`src/rtl/seg_scan_ctrl.sv`:
```
// Multiplexed eight-digit hex seven-segment scanner with bulk and single-digit writes.
// Optional leading-zero blanking is compiled in with SEG_SCAN_LZ_BLANK_EN.
module seg_scan_ctrl #(
  parameter int SCAN_DIV = 50000
) (
  input  logic        clk,
  input  logic        rst,
  input  logic        en,
  input  logic        ld,
  input  logic [31:0] ld_data,
  input  logic        wr_en,
  input  logic [2:0]  wr_addr,
  input  logic [3:0]  wr_data,
  output logic [2:0]  sel,
  output logic [6:0]  seg,
  output logic        tick,
  output logic        frame
);

  localparam int CW = (SCAN_DIV > 1) ? $clog2(SCAN_DIV) : 1;
  localparam logic [CW-1:0] CNT_LAST = CW'(SCAN_DIV - 1);

  logic [CW-1:0] cnt_reg;
  logic [2:0]    sel_reg;
  logic          tick_reg;
  logic          frame_reg;
  logic [3:0]    digit_reg [8];
  logic [3:0]    cur_digit;
  logic [6:0]    seg_raw;

  // Scan timing: tick/frame describe the sel value that becomes visible after this edge.
  always_ff @(posedge clk) begin
    if (rst) begin
      cnt_reg   <= '0;
      sel_reg   <= '0;
      tick_reg  <= 1'b0;
      frame_reg <= 1'b0;
    end else if (en && (cnt_reg == CNT_LAST)) begin
      cnt_reg   <= '0;
      sel_reg   <= sel_reg + 3'd1;
      tick_reg  <= 1'b1;
      frame_reg <= (sel_reg == 3'd7);
    end else begin
      if (en) cnt_reg <= cnt_reg + CW'(1);
      tick_reg  <= 1'b0;
      frame_reg <= 1'b0;
    end
  end

  // A single-digit write overrides the bulk load for its own digit only.
  always_ff @(posedge clk) begin
    for (int i = 0; i < 8; i++) begin
      if (rst)
        digit_reg[i] <= '0;
      else if (wr_en && (wr_addr == 3'(i)))
        digit_reg[i] <= wr_data;
      else if (ld)
        digit_reg[i] <= ld_data[4*i +: 4];
    end
  end

  assign cur_digit = digit_reg[sel_reg];

  always_comb begin
    seg_raw = 7'h00;
    case (cur_digit)
      4'h0: seg_raw = 7'h3F;
      4'h1: seg_raw = 7'h06;
      4'h2: seg_raw = 7'h5B;
      4'h3: seg_raw = 7'h4F;
      4'h4: seg_raw = 7'h66;
      4'h5: seg_raw = 7'h6D;
      4'h6: seg_raw = 7'h7D;
      4'h7: seg_raw = 7'h07;
      4'h8: seg_raw = 7'h7F;
      4'h9: seg_raw = 7'h6F;
      4'hA: seg_raw = 7'h77;
      4'hB: seg_raw = 7'h7C;
      4'hC: seg_raw = 7'h39;
      4'hD: seg_raw = 7'h5E;
      4'hE: seg_raw = 7'h79;
      4'hF: seg_raw = 7'h71;
      default: seg_raw = 7'h00;
    endcase
  end

`ifdef SEG_SCAN_LZ_BLANK_EN
  // lz[k]: digits 7..k are all zero; digit 0 is never blanked.
  logic [7:0] lz;
  always_comb begin
    lz    = '0;
    lz[7] = (digit_reg[7] == 4'h0);
    for (int k = 6; k >= 0; k--)
      lz[k] = lz[k+1] && (digit_reg[k] == 4'h0);
  end
  assign seg = ((sel_reg != 3'd0) && lz[sel_reg]) ? 7'h00 : seg_raw;
`else
  assign seg = seg_raw;
`endif

  assign sel   = sel_reg;
  assign tick  = tick_reg;
  assign frame = frame_reg;

endmodule
```
`config.mk`:
```
export PLATFORM = sky130hd
export DESIGN_NAME = seg_scan_ctrl
export DESIGN_NICKNAME = d
export VERILOG_FILES = /design/src/rtl/seg_scan_ctrl.sv
export SDC_FILE = /design/constraint.sdc
export NUM_CORES = 1
export LEC_CHECK = 0
export BUFFER_PORTS_ARGS = -buffer_cell sky130_fd_sc_hd__buf_2
export CELL_PAD_IN_SITES_DETAIL_PLACEMENT = 0
export CELL_PAD_IN_SITES_GLOBAL_PLACEMENT = 2
export CORE_MARGIN = 1
export CORE_UTILIZATION = 35
export CTS_CLUSTER_DIAMETER = 40
export DETAILED_ROUTE_END_ITERATION = 8
export PLACE_DENSITY_LB_ADDON = 0.1
export SLEW_MARGIN = 20
export SYNTH_ARGS = -nofsm -noshare
export SYNTH_HDL_FRONTEND = slang
export SYNTH_SLANG_ARGS = --single-unit
```
`constraint.sdc`:
```
create_clock -name clk -period 2.4 [get_ports clk]
set_input_delay 0.12 -clock clk [delete_from_list [all_inputs] [get_ports clk]]
set_output_delay 0.12 -clock clk [all_outputs]
set_load 0.01 [all_outputs]
```
==> summary.txt <==
Run status
  – Outcome: finished with violations
  – Failing checks: setup timing

Critical path
  – Max stage delay cell, worst path: mux4_2
  – Reg-to-reg setup timing slack: around 640 ps
  – Largest delay share family, worst path: multiplexers
  – Worst-path fanout max: 8
  – Startpoint Class: flop
  – Crit end category: output pin
  – CP bufs+invs: 2
  – Crit Path Category: flop to output pin
  – Worst Path Arrival: ~2300 ps
  – Max incr delay on CP: ~510 ps
  – Crit-path cells: mux4_2, mux2_4, inv_4, ha_2, nand2b_1, a32oi_1, buf_2
  – Critical Path RT: approximately 2300 ps

CTS
  – CTS tree: built
  – Inserted Clock Buffers: 5
  – Clk_lat worst skew: approximately 310 ps
  – H-tree depth: 2
  – CTS Sinks: 56
  – Longest Clk Path Bufs: 2
  – Root Driver: clkbuf_8
  – CTS clk-pin slew, worst paths: 110 ps
  – CTS Hold Bufs: 0

STA
  – Setup ws final: -11.96 ps
  – Final Max Slew Viols: 0
  – Min Tclk post-route: roughly 2400 ps
  – Slew headroom: 0.6316
  – Fmax: ~410 MHz
  – Clock Skew: 15.08 ps
  – # setup viols final: 1
  – Period utilisation layout: 1.005
  – Hold Fails Final Rpt: 0
  – Setup TNS: -11.96 ps
  – Worst-margin pin slew: approximately 550 ps
  – Unrepaired setup endpoints after global routing: true

Die
  – Num rows: 34
  – Die H: between 90 and 100 um
  – Starting Density: 0.3610
  – Top Ports: 56
  – Core Region: a little under 9000 um^2
  – Width of the die: roughly 97 um
  – Die area: 9378 um^2

Route
  – WL final: 7387 um
  – WL per Instance: 15.14 um
  – DRT iter0 DRCs: 97
  – Routed Antenna Nets: 0
  – Detailed Routing Iterations Pass 1: 4
  – Routed vias/inst: just over 5
  – DRC viols: 0
  – Via Count: between 2000 and 2500

Placed design
  – Placement Setup Slack: roughly 31 ps
  – Post-DP HPWL: 5628 um
  – Placed Area: roughly 3500 um^2
  – Port Buffers: between 50 and 60
  – GPL Wtd Cong: ~0.77
  – # placed instances: 474

Synthesis
  – Mean Syn Cell Area: roughly 9.7 um^2
  – Cell variety after synth: 37
  – EDFF count, synth: 32
  – Gate Count Post-Synth: about 330
  – Yosys reg bits: 56
  – Syn_nets: between 300 and 400
  – Synth Cell Area: 3148 um^2
  – Register area share after synthesis: 0.4579
  – Async S/R FF share, synth: 0
  – YS warnings: 0
  – Most used flip-flop cell after synthesis: edfxtp_1

Worst hold path
  – Hold WC Path Type: input pin to flop

Final layout
  – Layout Cells excl Fill: between 400 and 500
  – Sequential cell area: roughly 1400 um^2
  – Leading cell type in the layout, fill and taps excluded: buf_2
  – Fillers: ~850
  – Area of the multi-input gates: roughly 1600 um^2
  – Most frequent cells in the layout: buf_2 (55), nand2_1 (47), a21oi_1 (38)
  – Share of cells above drive strength 1: 0.2789
  – # nets final: ~430
  – Max reg flops: 32
  – Area grow syn2layout: 18.28%
  – Ant diodes: 0
  – Final Cell Area: between 3000 and 4000 um^2

Power and ir drop
  – Power per Cell Area: roughly 530 nW/um^2
  – Peak VDD IR: between 0.2 and 0.3 mV
  – Total power: slightly below 2 mW
  – P_leak: about 1.4 nW

Global routing
  – First-pass GRT wire length: around 12000 um
  – Number of global-route vias before repair: roughly 2500
  – Largest net degree at the start of global routing: 37
  – GR Util All Layers: 0.1655
  – Antenna violations before repair: 0
  – Grt total ovfl: 0

Job
  – Maxcap violations: 0
final cells by class:
class                      instances  share of cell area
multi-input combinational        238              0.4405
timing repair buffer              67             0.09812
tap                              108             0.03629
clock buffer                       5             0.01848
sequential                        56              0.3881
inverter                          11             0.01176
clock inverter                     3            0.006720
path summary, 6_finish.rpt:
kind,startpoint,endpoint,cells after the start
worst min register to register,cnt_reg[15]$_SDFFE_PP0P_,cnt_reg[15]$_SDFFE_PP0P_,2
worst max-delay path,flop,seg[4],7
worst min-delay path,en,cnt_reg[1]$_SDFFE_PP0P_,3
worst max register to register,cnt_reg[0]$_SDFFE_PP0P_,cnt_reg[12]$_SDFFE_PP0P_,5
synth_stat cells, types with 4 or more instances:
cell       n  share of area
or2_2      6          0.012
a2bb2o_1   4          0.013
clkbuf_1  12          0.014
xnor2_1    7          0.019
edfxtp_1  32           0.31
dfxtp_1   24           0.15
nor2_1    24          0.029
xor2_1     5          0.014
nand3_1   36          0.057
or3_1      7          0.014
nand2b_1   6          0.012
nand4_1    4         0.0079
a21oi_1   38          0.060
mux4_1     8          0.067
mux2i_1    6          0.019
nand2_1   47          0.056
inv_1     11          0.013
o21ai_0    5         0.0079
ha_1      10          0.040
kinds of logic (layout without fill, tap and decap cells):
family          count (synthesis)  in the layout  synth area share
buf+inv                        31             86           0.04491
xor+xnor                       12             12           0.03339
flops                          56             56            0.4579
compound gates                 52             52           0.09618
simple gates                  145            145            0.2242
mux                            19             19            0.1037
fa+ha+maj                      10             10           0.03975
layer usage:
layer	wire length [um]	part of all wire	vias to the layer above	track usage
li1	-	-	1266	-
met2	3506	0.47	72	0.2768
met4	80	0.011	0	0.04133
met3	292	0.040	5	0.02746
met5	0	0	-	0
met1	3508	0.47	1120	0.2227
metrics by stage:
step / hold slack [ps] / utilization
floorplan: 267.6 / -
global placement: 454.1 / 0.4017
detailed placement: 458.1 / 0.4017
CTS: 125.6 / 0.4230
global route: 131.1 / 0.4270
finish: 135.8 / 0.4270
tightest hold or removal path: stages:
cell,delay (ps)
buf_2,140
mux2i_1,80
nor2_1,70
timing repair:
| action | in CTS | in global routing |
|---|---|---|
| pin swaps | 5 | 2 |
| setup buffers | 7 | 0 |
| gates resized for setup | 19 | 7 |
| setup endpoints to repair | 7 | 7 |
where the power goes:
part / switching [mW] / leakage [nW] / internal, mW
logic: 0.174 / 0.857 / 0.156
registers: 0.0273 / 0.541 / 1.07
clock network: 0.319 / 0.0504 / 0.215
Note: power is estimated with default switching activity, not from simulation.
